**src/rtl/ddr_test_pkg.sv**
```systemverilog
// Shared types and constants for the DDR3 read/write self-test stage.
package ddr_test_pkg;

    localparam int ADDR_W = 30;
    localparam int CNT_W  = 16;

    typedef enum logic [2:0] {
        S_IDLE  = 3'd0,
        S_WR    = 3'd1,
        S_DRAIN = 3'd2,
        S_RD    = 3'd3,
        S_DONE  = 3'd4
    } state_t;

    // Byte address just past the test region.
    function automatic logic [ADDR_W-1:0] end_addr(input logic [ADDR_W-1:0] beg,
                                                    input int unsigned words,
                                                    input int unsigned data_width);
        return beg + ADDR_W'(words * (data_width / 8));
    endfunction

endpackage

```
**src/rtl/ddr_test_checker.sv**
```systemverilog
// Read-side checker: tags reads through the FIFO latency, compares each word
// against the expected pattern and tracks the error count and first failing index.
module ddr_test_checker
    import ddr_test_pkg::*;
#(
    parameter int DATA_WIDTH = 16,
    parameter int RD_LAT     = 1
) (
    input  logic                  clk,
    input  logic                  rst,
    input  logic                  clear,
    input  logic                  rd_en,
    input  logic [DATA_WIDTH-1:0] rd_data,
    input  logic [DATA_WIDTH-1:0] seed,
    output logic [CNT_W-1:0]      err_cnt,
    output logic [CNT_W-1:0]      first_err_idx,
    output logic [CNT_W-1:0]      rd_idx
);

    logic [RD_LAT-1:0]     tag;
    logic [DATA_WIDTH-1:0] expected;
    logic                  cmp;

    always_comb begin
        expected = seed + DATA_WIDTH'(rd_idx);
        cmp      = tag[RD_LAT-1];
    end

    always_ff @(posedge clk) begin
        if (rst || clear) begin
            tag           <= '0;
            err_cnt       <= '0;
            first_err_idx <= '0;
            rd_idx        <= '0;
        end else begin
            tag[0] <= rd_en;
            for (int unsigned i = 1; i < unsigned'(RD_LAT); i++)
                tag[i] <= tag[i-1];
            if (cmp) begin
                rd_idx <= rd_idx + 1'b1;
                if (rd_data != expected) begin
                    if (err_cnt == '0)
                        first_err_idx <= rd_idx;
                    if (err_cnt != '1)
                        err_cnt <= err_cnt + 1'b1;
                end
            end
        end
    end

endmodule

```
**src/rtl/ddr_rw_tester.sv**
```systemverilog
// DDR3 self-test traffic stage: writes an incrementing pattern, waits for the
// write path to drain, then reads the region back and checks every word.
module ddr_rw_tester
    import ddr_test_pkg::*;
#(
    parameter int                DATA_WIDTH     = 16,
    parameter int                TEST_WORDS     = 4096,
    parameter logic [ADDR_W-1:0] BEG_ADDR       = 30'd0,
    parameter logic [7:0]        BURST_LEN      = 8'd31,
    parameter int                DRAIN_CYCLES   = 2048,
    parameter int                TIMEOUT_CYCLES = 65535,
    parameter int                RD_LAT         = 1
) (
    input  logic                  clk,
    input  logic                  rst,
    input  logic                  start,
    input  logic                  calib_done,
    output logic                  wr_en,
    output logic [DATA_WIDTH-1:0] wr_data,
    output logic [ADDR_W-1:0]     wr_beg_addr,
    output logic [ADDR_W-1:0]     wr_end_addr,
    output logic [7:0]            wr_burst_len,
    output logic [ADDR_W-1:0]     rd_beg_addr,
    output logic [ADDR_W-1:0]     rd_end_addr,
    output logic [7:0]            rd_burst_len,
    output logic                  rd_mem_enable,
    output logic                  rd_en,
    input  logic [DATA_WIDTH-1:0] rd_data,
    input  logic                  rd_valid,
    output logic                  busy,
    output logic                  test_done,
    output logic                  test_pass,
    output logic                  timeout,
    output logic [CNT_W-1:0]      err_cnt,
    output logic [CNT_W-1:0]      first_err_idx,
    output logic [CNT_W-1:0]      pass_cnt
);

    localparam logic [CNT_W-1:0] WORDS = CNT_W'(TEST_WORDS);

    state_t                state;
    logic [1:0]            calib_meta;
    logic                  calib_sync;
    logic                  wr_q;
    logic [CNT_W-1:0]      wr_idx;
    logic [CNT_W-1:0]      issued;
    logic [CNT_W-1:0]      rd_idx;
    logic [31:0]           cnt;
    logic [DATA_WIDTH-1:0] seed;
    logic                  go;
    logic                  run_ok;

    always_comb begin
        wr_beg_addr  = BEG_ADDR;
        rd_beg_addr  = BEG_ADDR;
        wr_end_addr  = end_addr(BEG_ADDR, TEST_WORDS, DATA_WIDTH);
        rd_end_addr  = end_addr(BEG_ADDR, TEST_WORDS, DATA_WIDTH);
        wr_burst_len = BURST_LEN;
        rd_burst_len = BURST_LEN;
        calib_sync   = calib_meta[1];
        go           = start && calib_sync && (state == S_IDLE || state == S_DONE);
        run_ok       = (err_cnt == '0) && !timeout;
        // Requests are gated by rst so the FIFOs see them drop in the reset cycle itself.
        wr_en        = wr_q && !rst;
        rd_en        = (state == S_RD) && rd_valid && (issued < WORDS) && !rst;
    end

    always_ff @(posedge clk) begin
        calib_meta <= {calib_meta[0], calib_done};
    end

    always_ff @(posedge clk) begin
        if (rst) begin
            state         <= S_IDLE;
            wr_q          <= 1'b0;
            wr_data       <= '0;
            wr_idx        <= '0;
            issued        <= '0;
            cnt           <= '0;
            rd_mem_enable <= 1'b0;
            busy          <= 1'b0;
            test_done     <= 1'b0;
            test_pass     <= 1'b0;
            timeout       <= 1'b0;
            pass_cnt      <= '0;
            seed          <= '0;
        end else begin
            case (state)
                S_IDLE, S_DONE: begin
                    if (go) begin
                        state     <= S_WR;
                        wr_q      <= 1'b1;
                        wr_data   <= seed;
                        wr_idx    <= '0;
                        issued    <= '0;
                        busy      <= 1'b1;
                        test_done <= 1'b0;
                        test_pass <= 1'b0;
                        timeout   <= 1'b0;
                    end
                end
                S_WR: begin
                    if (wr_idx == WORDS - 1'b1) begin
                        state <= S_DRAIN;
                        wr_q  <= 1'b0;
                        cnt   <= '0;
                    end else begin
                        wr_idx  <= wr_idx + 1'b1;
                        wr_data <= seed + DATA_WIDTH'(wr_idx + 1'b1);
                    end
                end
                S_DRAIN: begin
                    if (cnt == 32'(DRAIN_CYCLES - 1)) begin
                        state         <= S_RD;
                        rd_mem_enable <= 1'b1;
                        cnt           <= '0;
                    end else begin
                        cnt <= cnt + 1'b1;
                    end
                end
                S_RD: begin
                    if (rd_en) begin
                        issued <= issued + 1'b1;
                        cnt    <= '0;
                    end else begin
                        cnt <= cnt + 1'b1;
                    end
                    // Completion is seen one cycle after the last compare so err_cnt is final.
                    if (rd_idx == WORDS) begin
                        state         <= S_DONE;
                        rd_mem_enable <= 1'b0;
                        busy          <= 1'b0;
                        test_done     <= 1'b1;
                        test_pass     <= run_ok;
                        if (run_ok) begin
                            pass_cnt <= pass_cnt + 1'b1;
                            seed     <= seed + DATA_WIDTH'(TEST_WORDS);
                        end
                    end else if (!rd_en && cnt == 32'(TIMEOUT_CYCLES - 1)) begin
                        state         <= S_DONE;
                        timeout       <= 1'b1;
                        rd_mem_enable <= 1'b0;
                        busy          <= 1'b0;
                        test_done     <= 1'b1;
                        test_pass     <= 1'b0;
                    end
                end
                default: state <= S_IDLE;
            endcase
        end
    end

    ddr_test_checker #(
        .DATA_WIDTH (DATA_WIDTH),
        .RD_LAT     (RD_LAT)
    ) u_checker (
        .clk           (clk),
        .rst           (rst),
        .clear         (go),
        .rd_en         (rd_en),
        .rd_data       (rd_data),
        .seed          (seed),
        .err_cnt       (err_cnt),
        .first_err_idx (first_err_idx),
        .rd_idx        (rd_idx)
    );

endmodule

```
**config.mk**
```make
export PLATFORM = sky130hd
export DESIGN_NAME = ddr_rw_tester
export DESIGN_NICKNAME = d
export VERILOG_FILES = /design/src/rtl/ddr_test_pkg.sv /design/src/rtl/ddr_test_checker.sv /design/src/rtl/ddr_rw_tester.sv
export SDC_FILE = /design/constraint.sdc
export NUM_CORES = 1
export LEC_CHECK = 0
export CORE_MARGIN = 10
export CORE_UTILIZATION = 35
export DETAILED_ROUTE_END_ITERATION = 8
export MAX_ROUTING_LAYER = met4
export PLACE_DENSITY_LB_ADDON = 0.1
export SYNTH_ARGS = -nofsm -noshare
export SYNTH_HDL_FRONTEND = slang
export SYNTH_SLANG_ARGS = --single-unit
```
**constraint.sdc**
```tcl
create_clock -name clk -period 3.3 [get_ports clk]
set_input_delay 0.66 -clock clk [delete_from_list [all_inputs] [get_ports clk]]
set_output_delay 0.66 -clock clk [all_outputs]
set_load 0.01 [all_outputs]
```
After elaboration in Yosys (flattened, before gate mapping)
Index checks and enable logic that the tools add are counted.

word-level totals
  register bits = 172
  input bits = 21
  logic and storage cells = 111

cells by class
  $add $sub $neg = 9
  order comparisons = 1
  equality and inequality tests = 18
  mux-type cells = 34
  reductions and logical operators = 31

operators by type and width
  cell                                                   count
  two-way mux 32 bit                                     3
  one-hot mux 16 bit (2 select lines)                    3
  one-hot mux 32 bit (3 select lines)                    1
  adder 16 x 1 -> 16 bit, second input constant          5
  two-way mux 16 bit                                     5
  adder 16 bit                                           2
  adder 32 x 1 -> 32 bit, second input constant          1
  equality test 32 x 11 -> 1 bit, second input constant  1
  equality test 32 x 16 -> 1 bit, second input constant  1
  AND reduction 3 bit                                    8
  adder 16 x 13 -> 16 bit, second input constant         1
  equality test 16 x 12 -> 1 bit, second input constant  1
  equality test 16 x 13 -> 1 bit, second input constant  1
  zero test 16 bit                                       1
  < comparator 16 x 13 -> 1 bit, second input constant   1
  inequality test 16 bit                                 1
  inequality test 16 bit, second input constant          1
  two-way mux 3 bit                                      5
  one-hot mux 1 bit (2 select lines)                     6
  one-hot mux 3 bit (4 select lines)                     1
  two-way mux 1 bit                                      10
  inequality test 2 bit, second input constant           5
  logical AND 1 bit                                      8
  AND reduction 4 bit                                    2
  12 further kinds                                       19

Depth between registers and ports, before layout
Gate-level depths: netlist (run 1).

  depth after elaboration = 9
  gate-level depth with buffers = 11
  mapped depth without buffers = 11

Hierarchy
A second synthesis (run 1) with hierarchy kept.

unflattened totals
  cell total of the unflattened synthesis = 1,126
  area, all modules = 9,285.2 um^2

by module, submodules not included
  module            instances  cells an instance  area an instance (um^2)
  ddr_rw_tester     1          717                5,957.0
  ddr_test_checker  1          409                3,328.2

Least setup slack after synthesis (run 1)
No wires, ideal clock.

  kind = reg-to-reg
  start = reg seed[12]
  end = reg u_checker.first_err_idx[10]
  library setup time = 0.128 ns
  arrival time = 2.359 ns
  required time = 3.172 ns
  setup slack = 0.813 ns
  cell stages (with the launch flop) = 11
  buffers on the path = 1
  period minus slack after synthesis = 2.487 ns
  path through = dfxtp_1 ha_1 inv_1 fa_1 xnor2_1 nor2_1 nand4_1 o311ai_4 buf_4 mux2i_1 nor2_1

on the way
  cells in the longest elaborated chain, start to end = 3

RTL lines
  what                           line                    text
  start: declaration             ddr_rw_tester.sv:49     logic [DATA_WIDTH-1:0] seed;
  start signal: assignment       ddr_rw_tester.sv:137    seed <= seed + DATA_WIDTH'(TEST_WORDS);
  adder 16 bit                   ddr_test_checker.sv:25  expected = seed + DATA_WIDTH'(rd_idx);
  inequality test 16 bit         ddr_test_checker.sv:41  if (rd_data != expected) begin
  AND reduction 3 bit (no line)  n/a
  end signal: assignment         ddr_test_checker.sv:43  first_err_idx <= rd_idx;
  end: declaration               ddr_test_checker.sv:16  output logic [CNT_W-1:0] first_err_idx,

Every way passes these cells.
A chain may end at the register's enable or synchronous reset.

Worst setup path after layout (run 1)
  start = reg issued[12]
  end = out rd_en

on the way
  cells in the longest elaborated chain, start to end = 3

RTL lines
  what                            line                  text
  start: declaration              ddr_rw_tester.sv:46   logic [CNT_W-1:0] issued;
  start signal: assignment        ddr_rw_tester.sv:123  issued <= issued + 1'b1;
  < comparator 16 x 13 -> 1 bit   ddr_rw_tester.sv:65   rd_en = (state == S_RD) && rd_valid && (issued < WORDS) && !rst;
  logical AND 1 bit (2 in a row)  ddr_rw_tester.sv:65
  end: declaration                ddr_rw_tester.sv:27   output logic rd_en,

Every way passes these cells.

==> metrics, run 1 <==
cells after synthesis between 900 and 1,000; drt first pass iters 4; ys async rst share 0%; Place WS between 400 and 500 ps; setup violators final 0; CP max-delay cell or4_1; synthesized area per cell roughly 8.4 µm²; relative slew slack 55.5%; Std-Cell Rows 56; first-pass GRT wire length about 35,000 µm; sequential share of the synthesized area a little over a third; Final Cell Area between 0.009 and 0.01 mm²; ANT nets after route 0; CP max stage delay 670 ps; worst min path class reg -> reg; Die W 175 µm; Global Route Usage Sum 13.9%; maximum root-to-sink buffer count 2; top-count cell post-synth buf_4; CTS tree built; Layout area overhead 15.8%; DR iter-0 viols ~430; Worst-Margin Slew 668 ps; portion of netlist area occupied by mux cells 2.76%; setup TNS 0 ps; vias in the first global route roughly 6,400; Cell Pwr Density about 470 mW/mm²; port buffer count between 90 and 100; Synth area leader dfxtp_1; Root Buffer Master clkbuf_16; WL/cell roughly 15 µm; Hold-fix buffers, CTS 0; antenna violations before repair 1; Core Footprint between 0.02 and 0.025 mm²; total power between 0.004 and 0.005 W; min cycle time layout 3000 ps; Reg clk slew, reported paths about 60 ps; Area after DPL roughly 0.0091 mm²; DPL Wire Length approximately 16,000 µm; Primary FF master, synth dfxtp_1; Synth top area share between 30% and 40%; adder-cell share of the synthesized area 2.86%; Die Area roughly 0.03 mm²; compound-cell area share of the yosys netlist 7.98%; clock buffer count from CTS 17; top cells by count, synth buf_4 (151), dfxtp_1 (148), nor2_1 (126); post-CTS setup buffers 0; clk sinks roughly 150; count of flip-flops with a built-in enable after synthesis 0; largest fanout on the critical path 5; combinational family with the most area after synthesis simple AND/OR/NAND/NOR gates; wirelength, routed between 20,000 and 25,000 µm; Clock Latency Late Sink about 420 ps; Post-Synth Simple-Gate Area around 24%; GRT overflow 0; VDD IR max 0.322 mV; Final WS setup 297 ps; post-synthesis cell type count 62; nets roughly 1,100; critical path data required time ~2600 ps; CP top delay family simple AND/OR/NAND/NOR gates; outcome completed; Yosys reg bits ~150; CP endpoint kind output pin; diode count 0; # IOs roughly 230; Vias 6,486; leakage ~3.7 nW; share of layout cells above drive strength 1 6.67%; Worst setup SP type flip-flop; GPL Wtd Cong about 0.79; f_max 333 MHz; synthesized cell area approximately 0.0084 mm²; largest net degree at the start of global routing 49; Data arrival, critical path about 2300 ps; Ys Warns 0; worst path cell trace or4_1 > nor3_2 > clkdlybuf4s50_1; Die H 175 µm; kind of critical path reg -> out; CTS H-tree lvls 4; RSZ-0062 raised after global routing no; Final Hold Fails 0; Synth area leaders dfxtp_1 (35%), buf_4 (14%), xnor2_1 (5.8%); post-CTS resize count 0; Bufs and invs on worst path 1; drt via density around 4.6; Tcrit/Tclk final 91.0%; max-slew violation count 0; XOR/XNOR share of the synthesized area between 10% and 20%; Remaining DRCs 0; clk_skew 12.1 ps; max-cap violations 0; Initial Utilization a little over a third; fill count 2,412
sequential cells by signal, summed over array words and instances (netlist names):
register,count
busy,1
calib_meta,2
cnt,32
issued,16
pass_cnt,16
rd_mem_enable,1
seed,4
state,3
test_done,1
test_pass,1
timeout,1
u_checker.cmp,1
u_checker.err_cnt,16
u_checker.first_err_idx,16
u_checker.rd_idx,16
wr_data,16
wr_idx,4
wr_q,1
routing by layer:
metal | vias up | track usage [%] | part of all wire [%]
met1 | 3020 | 17.3 | 47
met2 | 165 | 22.0 | 47
li1 | 3296 | - | -
met4 | 0 | 3.32 | 0.46
met5 | - | - | 0
met3 | 5 | 3.73 | 5.9
layout make-up:
class                           instances  area [µm²]  area share, %
Clock buffer                           18         439           4.52
Clock inverter                         14         201           2.07
Inverter                               20        75.1          0.773
Multi-Input combinational cell        769        4580           47.1
Sequential cell                       148        2960           30.5
Tap cell                              319         399           4.11
Timing Repair Buffer                  111        1060           10.9
per-stage QoR:
step / utilization [%] / cells / hold slack (ps)
after floorplan: - / 1127 / 310
after global placement: 38.5 / 1367 / 331
after detailed placement: 38.5 / 1367 / 324
after CTS: 41.2 / 1399 / 335
after global routing: 41.2 / 1399 / 340
final: 41.2 / 1399 / 328
where the power goes:
group          total [W]  internal [W]  switching (W)  leakage (nW)
clock            0.00212       0.00130       0.000822         0.295
sequential       0.00187       0.00183      0.0000418          1.19
combinational   0.000563      0.000192       0.000370          2.24
worst paths after layout:
kind	from	end	slack (ps)	cells past startpoint
setup reg to reg	wr_data[3]	wr_data[15]	480	11
hold / removal	calib_meta[0]	calib_meta[1]	330	0
setup / recovery	issued[12]	rd_en	300	3
hold reg to reg	calib_meta[0]	calib_meta[1]	330	0
cells by family after synthesis:
| family | after synthesis |
|---|---|
| xor+xnor | 99 |
| buf+inv | 210 |
| fa+ha+maj | 18 |
| simple gates | 386 |
| compound gates | 107 |
| flops | 148 |
| other cells | 2 |
| mux | 23 |
cells in the final DEF, fill, tap and decap left out, types with 25 or more instances in the layout:
master	n
clkdlybuf4s50_1	90
nand4_1	28
nor2_1	126
a21oi_1	43
xnor2_1	56
dfxtp_1	148
o21ai_0	25
conb_1	136
nand2_1	49
xor2_1	43
nand3_1	39
No activity file was read; power rests on OpenSTA's default activity.
==> run 2: changes to the inputs <==
- SETUP_SLACK_MARGIN: default -> 0.15
- SKIP_LAST_GASP: default -> 1
- clock period: 3.3 -> 3.85 ns (I/O delays scaled with it)
==> run 2 against run 1 <==
Against the previous run:
- sequential power fell by 14%
- wire length rose by 0.60%
- hold slack got worse by 1.9 ps
- clock skew fell by 3.4 ps
- non-clock buffer count fell by 4
- power fell by 15%
- sequential share of layout area rose by 0.13 points
- largest cell class unchanged
- largest power group unchanged
==> metrics, run 2 (synthesized netlist as in run 1, its figures left out) <==
post-CTS setup buffers 0 (unchanged); CP max-delay cell or4_1; Multi-input gate area 0.00458 mm² (unchanged); Reg area 0.00296 mm² (unchanged); antenna violations before repair 0 (-1); # IOs 228 (unchanged); RSZ-0062 raised after global routing no; DPL Wire Length 15,700 µm (about the same); most frequent cells in the layout dfxtp_1 (148), conb_1 (136), nor2_1 (126); commonest non-fill, non-tap cell in the layout dfxtp_1; Data arrival, critical path 2390 ps (+50 ps); GPL Wtd Cong 0.780 (-0.59%); setup violators final 0 (unchanged); wirelength, routed 21,000 µm (+0.60%); max-slew violation count 0 (unchanged); max reg flops 32 (unchanged); fill count 2,438 (+1.1%); critical path data required time 3080 ps (+440 ps); relative slew slack 45.7% (-9.8 points); max-cap violations 0 (unchanged); CP max stage delay 670 ps (about the same); outcome completed; largest fanout on the critical path 5 (unchanged); Final Hold Fails 0 (unchanged); Std-Cell Rows 56 (unchanged); Initial Utilization 35.6% (unchanged); Tcrit/Tclk final 82.0%; clk sinks 148 (unchanged); leakage 3.71 nW (-0.51%); DR iter-0 viols 364 (-16%); first-pass GRT wire length 33,900 µm (-2.0%); Hold-fix buffers, CTS 0 (unchanged); CP endpoint kind output pin; min cycle time layout about 3200 ps; Final Cell Area 0.00967 mm² (-0.43%); Reg2Reg Launch Point wr_data[3]; reg2reg path depth 11 (unchanged); setup TNS 0 ps (unchanged); Core Footprint 0.0235 mm² (unchanged); largest net degree at the start of global routing 49 (unchanged); CTS H-tree lvls 4 (unchanged); clk_skew 8.70 ps (-3.42 ps); Worst setup SP type flip-flop; port buffer count 91 (unchanged); Vias 6,429 (-0.88%); Min Hold Slack 326 ps (-1.87 ps); WL/cell 15.1 µm (+0.89%); maximum root-to-sink buffer count 2 (unchanged); vias in the first global route 6,298 (-1.3%); drt via density 4.61 (-0.59%); Die W 175 µm (unchanged); worst min path class reg -> reg; diode count 0 (unchanged); Die Area 0.0306 mm² (unchanged); f_max 317 MHz; ANT nets after route 0 (unchanged); nets 1,102 (-0.36%); Cell Pwr Density 401 mW/mm² (-14%); worst path cell trace or4_1 > nor3_2 > clkdlybuf4s50_1; post-CTS resize count 0 (unchanged); Clock Latency Late Sink 420 ps (about the same); Worst-Margin Slew 809 ps (+140 ps); Remaining DRCs 0 (unchanged); Area after DPL 0.00904 mm² (-0.33%); Reg clk slew, reported paths 60 ps (about the same); Die H 175 µm (unchanged); drt first pass iters 5 (+1); Root Buffer Master clkbuf_16; Global Route Usage Sum 13.8% (-0.13 points); Layout area overhead 15.3%; GRT overflow 0 (unchanged); Hold Crit Depth 0 (unchanged); VDD IR max 0.246 mV (-23%); share of layout cells above drive strength 1 6.32% (-0.35 points); kind of critical path reg -> out; min-delay src calib_meta[0]; final core utilization 41.1% (-0.18 points); Setup crit start issued[12]; clock buffer count from CTS 17 (unchanged); CTS tree built; most flop-heavy register cnt
## run 2: cell count changes in the layout (fill, tap and decap cells not counted), sizes merged
cell and delta:
inv +2, clkbuf -1, clkinvlp -1, buf -4
## run 2: final timing paths
path	endpoint	slack, ps
min reg2reg	calib_meta[1]	330
max reg2reg	wr_data[15]	960
max	rd_en	690
min	calib_meta[1]	330
## run 2: final cells by class
cell class	instances	area share (%)
Multi-Input combinational cell	769	47.3
Sequential cell	148	30.6
Timing Repair Buffer	107	10.6
Clock buffer	17	4.40
Tap cell	319	4.13
Clock inverter	15	2.11
Inverter	20	0.776
## run 2: critical path: cells and delay by family, from the launching register on
| family | cells | cell delay [ps] |
|---|---|---|
| and+or+nand+nor | 2 | 1010 |
| buffers and inverters | 1 | 620 |
| DFF | 1 | 330 |
## run 2: layer usage
metal / vias to the layer above / global-route usage (%) / share of wire [%] / wire (µm)
li1: 3274 / - / - / -
met5: - / - / 0 / 0
met2: 143 / 21.6 / 46 / 9680
met1: 2992 / 17.3 / 48 / 10100
met3: 20 / 3.77 / 5.0 / 1040
met4: 0 / 3.25 / 1.0 / 210
## run 2: report_power, final
group	internal, W	leakage [nW]	switching (W)	total, W
Sequential	0.00157	1.19	0.0000392	0.00161
Clock	0.00109	0.297	0.000702	0.00179
Combinational	0.000161	2.22	0.000316	0.000477
Total	0.00282	3.71	0.00106	0.00388
## run 2: through the flow
| stage | cells | power, W | setup WS [ps] |
|---|---|---|---|
| after CTS | 1395 | 0.00392 | 670 |
| after detailed placement | 1363 | 0.00212 | 748 |
| after floorplan | 1127 | 0.00205 | 1360 |
| after global routing | 1395 | 0.00406 | 581 |
| final | 1395 | 0.00388 | 691 |
| after global placement | 1363 | 0.00212 | 745 |
